$ cat config.mk
export PLATFORM = sky130hd
export DESIGN_NAME = wb_arbiter
export DESIGN_NICKNAME = d
export VERILOG_FILES = /design/src/rtl/wb_pkg.sv /design/src/rtl/wb_result_fifo.sv /design/src/rtl/wb_arbiter.sv
export SDC_FILE = /design/constraint.sdc
export NUM_CORES = 1
export LEC_CHECK = 0
export BUFFER_PORTS_ARGS = -buffer_cell sky130_fd_sc_hd__buf_2
export CAP_MARGIN = 0
export CORE_MARGIN = 5
export CORE_UTILIZATION = 51
export DETAILED_ROUTE_END_ITERATION = 12
export PLACE_DENSITY = 0.81
export SYNTH_ARGS = -nofsm -noshare
export SYNTH_HDL_FRONTEND = slang
export SYNTH_SLANG_ARGS = --single-unit
$ cat constraint.sdc
create_clock -name clk -period 5.75 [get_ports clk]
set_clock_uncertainty 0.2 [all_clocks]
set_input_delay 1.15 -clock clk [delete_from_list [all_inputs] [get_ports clk]]
set_output_delay 1.15 -clock clk [all_outputs]
set_load 0.05 [all_outputs]
$ cat src/rtl/wb_pkg.sv
// rtl/wb_pkg.sv - shared constants and entry type for the writeback arbiter
package wb_pkg;

  localparam int WB_WORD         = 32;
  localparam int WB_ADDR_W       = 5;
  localparam logic [WB_ADDR_W-1:0] WB_ZERO_REG = 5'b00000;
  localparam int WB_LSU_DEPTH    = 2;
  localparam int WB_STARVE_LIMIT = 4;

  typedef struct packed {
    logic [WB_ADDR_W-1:0] addr;
    logic [WB_WORD-1:0]   data;
  } wb_entry_t;

endpackage

$ cat src/rtl/wb_result_fifo.sv
// rtl/wb_result_fifo.sv - LSU result FIFO with per-entry destination compare
// Depth must be a power of two so the pointers wrap on overflow.
module wb_result_fifo
  import wb_pkg::*;
#(
  parameter int DEPTH = WB_LSU_DEPTH,
  parameter logic [WB_ADDR_W-1:0] ZERO_ADDR = WB_ZERO_REG
) (
  input  logic                 clk,
  input  logic                 rst,
  input  logic                 push,
  input  logic [WB_ADDR_W-1:0] push_addr,
  input  logic [WB_WORD-1:0]   push_data,
  input  logic                 pop,
  output logic [WB_ADDR_W-1:0] head_addr,
  output logic [WB_WORD-1:0]   head_data,
  output logic                 full,
  output logic                 empty,
  input  logic [WB_ADDR_W-1:0] chk_addr,
  output logic                 chk_hit
);

  localparam int PW = (DEPTH > 1) ? $clog2(DEPTH) : 1;
  localparam int CW = $clog2(DEPTH + 1);

  wb_entry_t        mem [DEPTH];
  logic [DEPTH-1:0] live;
  logic [PW-1:0]    wr_ptr;
  logic [PW-1:0]    rd_ptr;
  logic [CW-1:0]    count;

  assign full      = (count == CW'(DEPTH));
  assign empty     = (count == '0);
  assign head_addr = mem[rd_ptr].addr;
  assign head_data = mem[rd_ptr].data;

  always_ff @(posedge clk) begin
    if (push) begin
      mem[wr_ptr] <= '{addr: push_addr, data: push_data};
    end
  end

  // When full, push and pop hit the same slot; the push must leave it live.
  always_ff @(posedge clk) begin
    if (!rst) begin
      wr_ptr <= '0;
      rd_ptr <= '0;
      count  <= '0;
      live   <= '0;
    end else begin
      if (pop) begin
        rd_ptr       <= rd_ptr + PW'(1);
        live[rd_ptr] <= 1'b0;
      end
      if (push) begin
        wr_ptr       <= wr_ptr + PW'(1);
        live[wr_ptr] <= 1'b1;
      end
      case ({push, pop})
        2'b10:   count <= count + CW'(1);
        2'b01:   count <= count - CW'(1);
        default: count <= count;
      endcase
    end
  end

  always_comb begin
    chk_hit = 1'b0;
    for (int i = 0; i < DEPTH; i++) begin
      if (live[i] && (mem[i].addr == chk_addr)) begin
        chk_hit = 1'b1;
      end
    end
    if (chk_addr == ZERO_ADDR) begin
      chk_hit = 1'b0;
    end
  end

endmodule

$ cat src/rtl/wb_arbiter.sv
// rtl/wb_arbiter.sv - writeback arbiter merging ALU and LSU results onto the register-file write port
// Optional combinational bypass outputs are enabled by defining WB_BYPASS_EN.
module wb_arbiter
  import wb_pkg::*;
#(
  parameter int WIDTH        = WB_WORD,
  parameter int ADDR_SPACE   = WB_ADDR_W,
  parameter logic [ADDR_SPACE-1:0] ZERO_REGISTER = WB_ZERO_REG,
  parameter int LSU_DEPTH    = WB_LSU_DEPTH,
  parameter int STARVE_LIMIT = WB_STARVE_LIMIT
) (
  input  logic                  clk,
  input  logic                  rst,
  input  logic                  alu_valid,
  output logic                  alu_ready,
  input  logic [ADDR_SPACE-1:0] alu_addr,
  input  logic [WIDTH-1:0]      alu_data,
  input  logic                  lsu_valid,
  output logic                  lsu_ready,
  input  logic [ADDR_SPACE-1:0] lsu_addr,
  input  logic [WIDTH-1:0]      lsu_data,
  output logic                  wr_en,
  output logic [ADDR_SPACE-1:0] wr_addr,
  output logic [WIDTH-1:0]      wr_data,
  input  logic [ADDR_SPACE-1:0] chk_addr,
  output logic                  chk_pending
`ifdef WB_BYPASS_EN
  ,
  output logic                  byp_valid,
  output logic [ADDR_SPACE-1:0] byp_addr,
  output logic [WIDTH-1:0]      byp_data
`endif
);

  localparam int SW = $clog2(STARVE_LIMIT + 1);

  logic                  fifo_full;
  logic                  fifo_empty;
  logic                  fifo_ne;
  logic                  fifo_hit;
  logic                  force_lsu;
  logic                  grant_alu;
  logic                  grant_lsu;
  logic                  granted;
  logic                  push;
  logic [ADDR_SPACE-1:0] head_addr;
  logic [WIDTH-1:0]      head_data;
  logic [ADDR_SPACE-1:0] win_addr;
  logic [WIDTH-1:0]      win_data;
  logic [SW-1:0]         starve_cnt;

  // Handshake readies are gated by reset so nothing transfers while rst is low.
  assign fifo_ne   = !fifo_empty;
  assign force_lsu = fifo_ne && (starve_cnt == SW'(STARVE_LIMIT));
  assign alu_ready = rst && !force_lsu;
  assign grant_alu = alu_valid && alu_ready;
  assign grant_lsu = rst && fifo_ne && !grant_alu;
  assign granted   = grant_alu || grant_lsu;
  assign lsu_ready = rst && (!fifo_full || grant_lsu);
  assign push      = lsu_valid && lsu_ready;

  assign win_addr  = grant_alu ? alu_addr : head_addr;
  assign win_data  = grant_alu ? alu_data : head_data;

  assign chk_pending = rst && (fifo_hit || (wr_en && (wr_addr == chk_addr)));

`ifdef WB_BYPASS_EN
  assign byp_valid = granted && (win_addr != ZERO_REGISTER);
  assign byp_addr  = win_addr;
  assign byp_data  = win_data;
`endif

  wb_result_fifo #(
    .DEPTH     (LSU_DEPTH),
    .ZERO_ADDR (ZERO_REGISTER)
  ) u_fifo (
    .clk       (clk),
    .rst       (rst),
    .push      (push),
    .push_addr (lsu_addr),
    .push_data (lsu_data),
    .pop       (grant_lsu),
    .head_addr (head_addr),
    .head_data (head_data),
    .full      (fifo_full),
    .empty     (fifo_empty),
    .chk_addr  (chk_addr),
    .chk_hit   (fifo_hit)
  );

  // Zero-register grants still load wr_addr/wr_data; only wr_en is suppressed.
  always_ff @(posedge clk) begin
    if (!rst) begin
      wr_en   <= 1'b0;
      wr_addr <= '0;
      wr_data <= '0;
    end else begin
      wr_en <= granted && (win_addr != ZERO_REGISTER);
      if (granted) begin
        wr_addr <= win_addr;
        wr_data <= win_data;
      end
    end
  end

  always_ff @(posedge clk) begin
    if (!rst) begin
      starve_cnt <= '0;
    end else if (grant_lsu || !fifo_ne) begin
      starve_cnt <= '0;
    end else if (grant_alu && (starve_cnt != SW'(STARVE_LIMIT))) begin
      starve_cnt <= starve_cnt + SW'(1);
    end
  end

endmodule

==> results of run 1 <==
[logic make-up (layout without fill, tap and decap cells)]
| logic type | count (synthesis) | after routing | synth area share |
|---|---|---|---|
| compound gates | 95 | 95 | 0.105 |
| mux | 37 | 37 | 0.0753 |
| fa+ha+maj | 3 | 3 | 0.00764 |
| buf+inv | 31 | 163 | 0.0316 |
| flops | 122 | 122 | 0.647 |
| xor+xnor | 19 | 19 | 0.0339 |
| simple gates | 101 | 101 | 0.0988 |
[per-stage QoR]
stage | utilization | power, mW | setup slack [ps]
CTS | 0.659 | 2.55 | 1870
finish | 0.659 | 2.53 | 1860
global route | 0.659 | 2.63 | 1740
detailed placement | 0.601 | 1.60 | 1710
floorplan | - | 1.47 | 1490
global placement | 0.601 | 1.59 | 1900
[power by group]
part           internal (mW)  switching [mW]
combinational          0.163           0.327
sequential              1.01          0.0844
clock                  0.574           0.373
[placed cells by master (no fill, tap or decap), types with 3 or more instances in the layout]
cell,n
buf_2,123
edfxtp_1,74
dfxtp_1,47
o21ai_0,40
nor2_1,39
a21oi_1,39
mux2i_1,37
nand3_1,37
clkbuf_16,17
xor2_1,13
xnor2_1,6
clkinv_2,6
nand2_1,4
inv_1,4
and2_1,4
buf_4,4
a31oi_1,3
nor2_4,3
nor4_1,3
nor3_1,3
o21ai_1,3
ha_1,3
clkbuf_8,3
[worst max-delay path by stage]
| stage | cells after the start | end | startpoint | slack (ps) |
|---|---|---|---|---|
| global route | 5 | chk_pending | rst | 1740 |
| floorplan | 5 | lsu_ready | rst | 1490 |
| global placement | 5 | chk_pending | rst | 1900 |
| detailed placement | 7 | u_fifo.mem[1][24] | rst | 1710 |
| CTS | 5 | chk_pending | rst | 1870 |
| finish | 5 | chk_pending | rst | 1860 |
[layout make-up]
class	count	share of cell area
well taps	129	0.0263
flip-flops and latches	122	0.518
repair buffers	127	0.105
multi-input cells	255	0.260
clock inverters	11	0.0112
clock buffers	21	0.0766
inverters	4	0.00244
[layer usage]
metal  global-route usage  up-vias
met1                0.241     1631
li1                     -     1731
met4               0.0523        0
met2                0.332      106
met3               0.0585       10
met5                    0        -
[critical path, stage by stage]
cell and delay, ps:
buf_2 370, buf_4 420, o21ai_0 130, o21ai_0 160
buf_2 290
[state kept, by name (all words and copies together) (netlist names), named ones only]
signal	flops
starve_cnt	3
u_fifo.count	2
u_fifo.live	2
u_fifo.mem	74
u_fifo.rd_ptr	1
u_fifo.wr_ptr	1
wr_addr	5
wr_data	32
wr_en	1
==> results.sh, run 1 <==
export IMPL_drive_gt1_frac=0.304
export IMPL_die_w_um=108
export IMPL_hold_depth=2
export IMPL_numCtsBuffers=17
export IMPL_gp_congestion=0.822
export IMPL_io_pins=124
export IMPL_cts_hold_buf=0
export IMPL_placedInstanceArea_sq_mm=0.00561
export IMPL_dr_wl_met2_um=5800
export IMPL_tightest_slew_ps=1200
export IMPL_ys_warn_count=0
export IMPL_period_minus_slack_ps=3890
export IMPL_syn_num_nets=494
export IMPL_end_kind="output pin"
export IMPL_via_count=3478
export IMPL_path_clk_slew_ps=60
export IMPL_initial_core_util=0.527
export IMPL_wire_per_inst_um=16.7
export IMPL_relSlewSlack=0.198
export IMPL_r2r_slack_ps=2740
export IMPL_cts_resized=0
export IMPL_m1WireLength_um=4660
export IMPL_crit_type="primary input to output pin"
export IMPL_hold_slack_ps=269
export IMPL_synth_commonest_cells="74 x edfxtp_1, 48 x dfxtp_1, 40 x nor2_1, 40 x o21ai_0, 39 x a21oi_1"
export IMPL_r2r_end="u_fifo.count[1]"
export IMPL_cts_root_buffer="clkbuf_8"
export IMPL_r2r_start="starve_cnt[0]"
export IMPL_multi_input_area_sq_mm=0.00160
export IMPL_setup_violations=0
export IMPL_slew_viol_final=0
export IMPL_nNetsFinal=613
export IMPL_synthCells=408
export IMPL_tns_ps=0
export IMPL_ir_worst_vdd_mv=0.205
export IMPL_grt_pass1_vias=3433
export IMPL_power_density_mw_per_mm2=412
export IMPL_drt_iter0_markers=206
export IMPL_htreeDepth=4
export IMPL_synth_ff_type="edfxtp_1"
export IMPL_hold_viol=0
export IMPL_regArea_sq_mm=0.00318
export IMPL_top_layer="met4"
export IMPL_drcViolationCount=0
export IMPL_area_delta_synth_final_pct=25.0
export IMPL_arrival_ps=2540
export IMPL_grt_total_usage=0.195
export IMPL_synth_edf_count=74
export IMPL_seq_area_frac_synth=0.647
export IMPL_synth_seq_cells=122
export IMPL_synth_cell_types=35
export IMPL_clock_fmax_ghz=0.257
export IMPL_insertion_delay_ps=510
export IMPL_cts_tree="built"
export IMPL_dr_wl_met3_um=589
export IMPL_rsz0062_at_grt="false"
export IMPL_drtPass1Iterations=4
export IMPL_cts_setup_buffers=0
export IMPL_die_h_um=108
export IMPL_rr_worst_depth=10
export IMPL_core_area_sq_mm=0.00933
export IMPL_maxCapViolations=0
export IMPL_synth_area_sq_mm=0.00492
export IMPL_syn_area_per_cell_sq_um=12.0
export IMPL_antenna_left=0
export IMPL_placementRows=35
export IMPL_num_fill_cells=691
export IMPL_path_max_fanout=31
export IMPL_post_route_period_util=0.677
export IMPL_stdcell_area_sq_mm=0.00614
export IMPL_grt_overflow=0
export IMPL_async_reset_ff_frac=0
export IMPL_min_from="wr_data[27]"
export IMPL_portBuffers=123
export IMPL_setup_worst_path_start_class="primary input"
export IMPL_synth_top_area_cell="edfxtp_1"
export IMPL_antenna_found_initial=0
export IMPL_crit_required_ps=4400
export IMPL_yosysMostFrequentCell="edfxtp_1"
export IMPL_place_inst=637
export IMPL_via_per_inst=5.20
export IMPL_status="finished, final reports clean"
export IMPL_dp_hpwl_um=7670
export IMPL_routed_wl_um=11200
export IMPL_hold_class="flop to flop"
export IMPL_hold_path_end="wr_data[27]"
export IMPL_die_area_sq_mm=0.0117
export IMPL_p_leak_nw=2.42
export IMPL_cts_sinks=122
export IMPL_grt_first_pass_wirelength_um=17300
export IMPL_ys_top_cells_by_area="edfxtp_1 45%, dfxtp_1 20%, mux2i_1 7.5%"
export IMPL_netlist_area_leader_share=0.452
export IMPL_grt_max_degree=77
export IMPL_instances_no_fill=669
export IMPL_cts_buffer_depth=2
export IMPL_n_antenna_cell=0
No activity file was read; power rests on OpenSTA's default activity.
==> inputs of run 2 (changes only) <==
--- a/config.mk
+++ b/config.mk
@@ -5,6 +5,7 @@
 export SDC_FILE = /design/constraint.sdc
 export NUM_CORES = 1
 export LEC_CHECK = 0
+export ABC_AREA = 1
 export BUFFER_PORTS_ARGS = -buffer_cell sky130_fd_sc_hd__buf_2
 export CAP_MARGIN = 0
 export CORE_MARGIN = 5
==> constraint.sdc (replaced) <==
create_clock -name clk -period 3.8 [get_ports clk]
set_clock_uncertainty 0.2 [all_clocks]
set_input_delay 0.76 -clock clk [delete_from_list [all_inputs] [get_ports clk]]
set_output_delay 0.76 -clock clk [all_outputs]
set_load 0.05 [all_outputs]
==> run 2 against run 1 <==
Compared with the run above: combinational power up 32%; clock-buffer cell count down 3; global-route usage up 1.3 points; non-clock buffer count up 4; cell count up 14%; flip-flop and latch count unchanged.
==> results.sh, run 2 <==
export IMPL_status="finished, final reports clean"
export IMPL_via_per_inst=5.32
export IMPL_cts_setup_buffers=0
export IMPL_crit_type="flop to output pin"
export IMPL_synthCells=491
export IMPL_synth_commonest_cells="100 x nand2_1, 74 x edfxtp_1, 71 x nand3_1, 50 x o21ai_0, 48 x dfxtp_1"
export IMPL_synth_top_area_cell="edfxtp_1"
export IMPL_top_register="u_fifo.mem"
export IMPL_setup_worst_path_start_class="flop"
export IMPL_wire_per_inst_um=15.5
export IMPL_placementRows=36
export IMPL_end_kind="output pin"
export IMPL_initial_core_util=0.515
export IMPL_post_route_period_util=0.763
export IMPL_rsz0062_at_grt="false"
export IMPL_numCtsBuffers=17
export IMPL_setup_violations=0
export IMPL_io_pins=124
export IMPL_synth_seq_cells=122
export IMPL_ys_warn_count=0
export IMPL_yosysMostFrequentCell="nand2_1"
export IMPL_core_area_sq_mm=0.00959
export IMPL_synth_cell_types=29
export IMPL_m1WireLength_um=4910
export IMPL_path_clk_slew_ps=60
export IMPL_cts_tree="built"
export IMPL_mostFrequentLayoutCell="buf_2"
export IMPL_placedInstanceArea_sq_mm=0.00565
export IMPL_grt_max_degree=40
export IMPL_relSlewSlack=0.467
export IMPL_tightest_slew_ps=797
export IMPL_path_max_fanout=5
export IMPL_via_count=4043
export IMPL_cts_hold_buf=0
export IMPL_htreeDepth=4
export IMPL_ys_top_cells_by_area="edfxtp_1 45%, dfxtp_1 19%, nand2_1 7.6%"
export IMPL_dr_wl_met2_um=5490
export IMPL_clock_fmax_ghz=0.345
export IMPL_n_antenna_cell=0
export IMPL_cts_root_buffer="clkbuf_8"
export IMPL_grt_pass1_vias=3953
export IMPL_hold_class="primary input to flop"
export IMPL_die_h_um=108
export IMPL_arrival_ps=1940
export IMPL_stdcell_area_sq_mm=0.00627
export IMPL_drive_gt1_frac=0.278
export IMPL_antenna_found_initial=0
export IMPL_p_leak_nw=2.66
export IMPL_synth_ff_type="edfxtp_1"
export IMPL_synth_area_sq_mm=0.00494
export IMPL_slew_viol_final=0
export IMPL_cts_buffer_depth=2
export IMPL_layout_common_cells="123 x buf_2, 100 x nand2_1, 74 x edfxtp_1, 71 x nand3_1, 50 x o21ai_0"
export IMPL_portBuffers=123
export IMPL_grt_first_pass_wirelength_um=18700
export IMPL_syn_num_nets=577
export IMPL_p_total_mw=3.86
export IMPL_cts_resized=0
export IMPL_die_w_um=108
export IMPL_crit_required_ps=2840
export IMPL_tns_ps=0
export IMPL_async_reset_ff_frac=0
export IMPL_insertion_delay_ps=510
export IMPL_drt_iter0_markers=240
export IMPL_drtPass1Iterations=7
export IMPL_maxCapViolations=0
export IMPL_largest_reg_flops=74
export IMPL_dp_hpwl_um=7930
export IMPL_syn_area_per_cell_sq_um=10.1
export IMPL_synth_edf_count=74
export IMPL_grt_total_usage=0.207
export IMPL_routed_wl_um=11800
export IMPL_cts_sinks=122
export IMPL_hold_viol=0
export IMPL_top_layer="met4"
export IMPL_antenna_left=0
export IMPL_netlist_area_leader_share=0.449
export IMPL_gp_congestion=0.869
export IMPL_power_density_mw_per_mm2=615
export IMPL_ir_worst_vdd_mv=0.436
export IMPL_seq_area_frac_synth=0.644
export IMPL_drcViolationCount=0
export IMPL_area_delta_synth_final_pct=26.7
export IMPL_period_minus_slack_ps=2900
export IMPL_grt_overflow=0
export IMPL_top_regs="u_fifo.mem x74, wr_data x32, wr_addr x5"
export IMPL_die_area_sq_mm=0.0118
export IMPL_dr_wl_met3_um=1180
export IMPL_nNetsFinal=700
run 2: cell types whose count changed after synthesis, moves of 10 or more:
cell and delta:
a21oi_1 -26, inv_1 +20, mux2i_1 -37, nand2_1 +96, nand3_1 +34, nor2_1 -25, o21ai_0 +10, o21ai_1 +31
xor2_1 -12
run 2: final cells by class:
class                           instances  area [sq um]
Clock buffer                           18           418
Sequential cell                       122          3180
Timing Repair Buffer                  131           688
Clock inverter                         14           196
Inverter                               29           109
Multi-Input combinational cell        313          1510
Tap cell                              133           166
Fill cell                             771          3330
run 2: metrics by stage:
stage | hold slack [ps] | cells | util | setup WS [ps]
5_1_grt | 219 | 760 | 0.653 | 785
3_3_place_gp | 259 | 728 | 0.589 | 1020
6_report | 236 | 760 | 0.653 | 899
2_1_floorplan | 247 | 491 | - | 802
3_5_place_dp | 265 | 728 | 0.589 | 991
4_1_cts | 218 | 760 | 0.653 | 905
run 2: cell families (layout without fill, tap and decap cells):
logic type	Yosys count	after routing	synth area share
xor gates and xnor gates	2	2	0.00354
adders and majority gates	3	3	0.00759
DFF	122	122	0.644
AOI/OAI and AO/OA	105	105	0.110
buffers and inverters	56	192	0.0519
and+or+nand+nor	203	203	0.184
run 2: final timing paths:
| kind | start | endpoint | slack (ps) | cells past startpoint |
|---|---|---|---|---|
| max | starve_cnt[0] | lsu_ready | 900 | 9 |
| min reg2reg | wr_data[3] | wr_data[3] | 270 | 2 |
| max reg2reg | starve_cnt[0] | u_fifo.count[1] | 1190 | 14 |
| min | lsu_data[12] | u_fifo.mem[1][12] | 240 | 1 |
run 2: worst max-delay path, stage by stage, from the launching register on:
cell,delay [ps]
dfxtp_1,320
inv_1,90
ha_1,150
nand2_1,80
inv_2,120
nand2_4,90
nand3_2,90
inv_2,70
a21oi_1,130
buf_2,290
run 2: where the power goes:
part	leakage, nW	internal [mW]	total, mW	switching [mW]
registers	1.08	1.51	1.57	0.0573
logic	1.29	0.172	0.648	0.477
clock network	0.293	1.07	1.64	0.572
total	2.66	2.75	3.86	1.11
run 2: routing by layer:
layer	GRT usage	up-vias
met3	0.0693	24
met2	0.329	183
met4	0.0794	0
met5	0	-
met1	0.264	1869
li1	-	1967
==> inputs of run 3 (changes only) <==
--- a/config.mk
+++ b/config.mk
@@ -5,7 +5,7 @@
 export SDC_FILE = /design/constraint.sdc
 export NUM_CORES = 1
 export LEC_CHECK = 0
-export ABC_AREA = 1
+export ABC_AREA = 0
 export BUFFER_PORTS_ARGS = -buffer_cell sky130_fd_sc_hd__buf_2
 export CAP_MARGIN = 0
 export CORE_MARGIN = 5
==> constraint.sdc (replaced) <==
create_clock -name clk -period 2.8 [get_ports clk]
set_clock_uncertainty 0.2 [all_clocks]
set_input_delay 0.56 -clock clk [delete_from_list [all_inputs] [get_ports clk]]
set_output_delay 0.56 -clock clk [all_outputs]
set_load 0.05 [all_outputs]
==> run 3 against run 2 <==
Compared with the run above: setup slack got worse by 830 ps; total power is 32% higher; sequential power grew 40%; critical path depth shrank 3; flip-flop and latch count stayed put; non-clock buffer count rose by 5; clock power increased by 12%; sequential share of layout area up 0.44 points; first-iteration DRC count decreased by 27%; register-to-register slack worse by 760 ps; combinational power up 65%; critical path type unchanged; critical endpoint is now chk_pending; largest cell class unchanged; largest power group is now registers.
==> results.sh, run 3 (synthesis results as in run 1) <==
export IMPL_status="finished, final reports clean"
export IMPL_stdcell_area_sq_mm=0.00621
export IMPL_rr_worst_depth=10
export IMPL_insertion_delay_ps=500
export IMPL_path_clk_slew_ps=60
export IMPL_min_from="lsu_data[23]"
export IMPL_p_sw_frac=0.310
export IMPL_setup_violations=0
export IMPL_wire_per_inst_um=15.9
export IMPL_layout_common_cells="121 x buf_2, 74 x edfxtp_1, 47 x dfxtp_1"
export IMPL_hold_class="primary input to flop"
export IMPL_arrival_ps=1970
export IMPL_pwr_share_seq=0.430
export IMPL_cts_root_buffer="clkbuf_8"
export IMPL_power_density_mw_per_mm2=822
export IMPL_top_register="u_fifo.mem"
export IMPL_n_antenna_cell=0
export IMPL_cts_sinks=122
export IMPL_r2r_end="u_fifo.count[1]"
export IMPL_drt_iter0_markers=176
export IMPL_grt_pass1_vias=3608
export IMPL_grt_first_pass_wirelength_um=17300
export IMPL_antenna_found_initial=1
export IMPL_antenna_left=0
export IMPL_setup_worst_path_start_class="flop"
export IMPL_rsz0062_at_grt="true"
export IMPL_grt_max_degree=52
export IMPL_dp_hpwl_um=7710
export IMPL_nNetsFinal=622
export IMPL_gp_congestion=0.907
export IMPL_tightest_slew_ps=577
export IMPL_hold_viol=0
export IMPL_mostFrequentLayoutCell="buf_2"
export IMPL_routed_wl_um=10800
export IMPL_place_worst_setup_slack_ps=252
export IMPL_clock_fmax_ghz=0.366
export IMPL_via_per_inst=5.21
export IMPL_p_clk_frac=0.361
export IMPL_placementRows=35
export IMPL_portBuffers=123
export IMPL_finalWorstSetupSlack_ps=68.7
export IMPL_top_regs="u_fifo.mem x74, wr_data x32, wr_addr x5"
export IMPL_die_area_sq_mm=0.0117
export IMPL_grt_overflow=0
export IMPL_instances_no_fill=678
export IMPL_p_leak_nw=2.45
export IMPL_via_count=3533
export IMPL_drive_gt1_frac=0.317
export IMPL_hold_path_end="u_fifo.mem[0][23]"
export IMPL_numCtsBuffers=17
export IMPL_place_inst=645
export IMPL_ir_worst_vdd_mv=0.435
export IMPL_core_area_sq_mm=0.00933
export IMPL_cts_tree="built"
export IMPL_drtPass1Iterations=4
export IMPL_placedInstanceArea_sq_mm=0.00568
export IMPL_die_w_um=108
export IMPL_slew_viol_final=0
export IMPL_area_delta_synth_final_pct=26.4
export IMPL_cts_buffer_depth=2
export IMPL_relSlewSlack=0.615
export IMPL_crit_type="flop to output pin"
export IMPL_p_int_mw=3.53
export IMPL_hold_slack_ps=38.2
export IMPL_period_minus_slack_ps=2730
export IMPL_initial_core_util=0.527
export IMPL_r2r_slack_ps=430
export IMPL_combPwrFrac=0.209
export IMPL_p_switching_mw=1.58
export IMPL_post_route_period_util=0.975
export IMPL_largest_reg_flops=74
export IMPL_maxCapViolations=0
export IMPL_r2r_start="starve_cnt[0]"
export IMPL_path_max_fanout=3
export IMPL_cp_startpoint="u_fifo.mem[1][36]"
export IMPL_hold_depth=1
export IMPL_grt_total_usage=0.192
export IMPL_end_kind="output pin"
export IMPL_die_h_um=108
export IMPL_drcViolationCount=0
export IMPL_tns_ps=0
export IMPL_htreeDepth=4
export IMPL_crit_required_ps=2040
export IMPL_io_pins=124
run 3: what timing repair did:
action | 4_1_cts | 5_1_grt
endpoints found under the hold margin | 0 | 0
buffers inserted | 0 | 1
hold buffers | 0 | 0
setup endpoints to repair | 2 | 2
gates resized for setup | 2 | 3
pin swaps | 0 | 4
run 3: worst max path at each step:
stage | end | slack, ps
CTS | chk_pending | 4
finish | chk_pending | 70
global placement | chk_pending | 350
floorplan | u_fifo.mem[0][0] | 30
detailed placement | chk_pending | 250
global route | chk_pending | -20
run 3: critical path, cell delays in order (launching register included):
cell and delay [ps]:
edfxtp_1 450, xor2_1 170, nor4_1 270, and3_1 200, a31oi_1 50, o21ai_1 170
buf_6 180
run 3: power by group through the flow:
| stage | combinational [mW] | sequential (mW) | clock, mW |
|---|---|---|---|
| finish | 1.07 | 2.20 | 1.84 |
| global route | 1.15 | 2.22 | 1.97 |
| CTS | 1.08 | 2.20 | 1.88 |
| detailed placement | 1.07 | 2.23 | 0 |
| global placement | 1.05 | 2.23 | 0 |
| floorplan | 0.485 | 2.52 | 0 |
run 3: per-stage QoR:
step / utilization / total power, mW
2_1_floorplan: - / 3.01
3_3_place_gp: 0.609 / 3.27
3_5_place_dp: 0.609 / 3.31
4_1_cts: 0.664 / 5.16
5_1_grt: 0.666 / 5.34
6_report: 0.666 / 5.11
run 3: layer usage:
metal	track usage	part of all wire	up-vias
met5	0	0.0010	-
met4	0.0604	0.0071	2
met3	0.0567	0.063	10
met2	0.337	0.51	112
met1	0.226	0.41	1659
li1	-	-	1750
run 3: final cells by class:
cell class              count  area, sq um
clock inverters            12         78.8
well taps                 129          161
fillers                   717         3110
flip-flops and latches    122         3180
multi-input cells         255         1610
repair buffers            136          734
inverters                   4         15.0
clock buffers              20          435
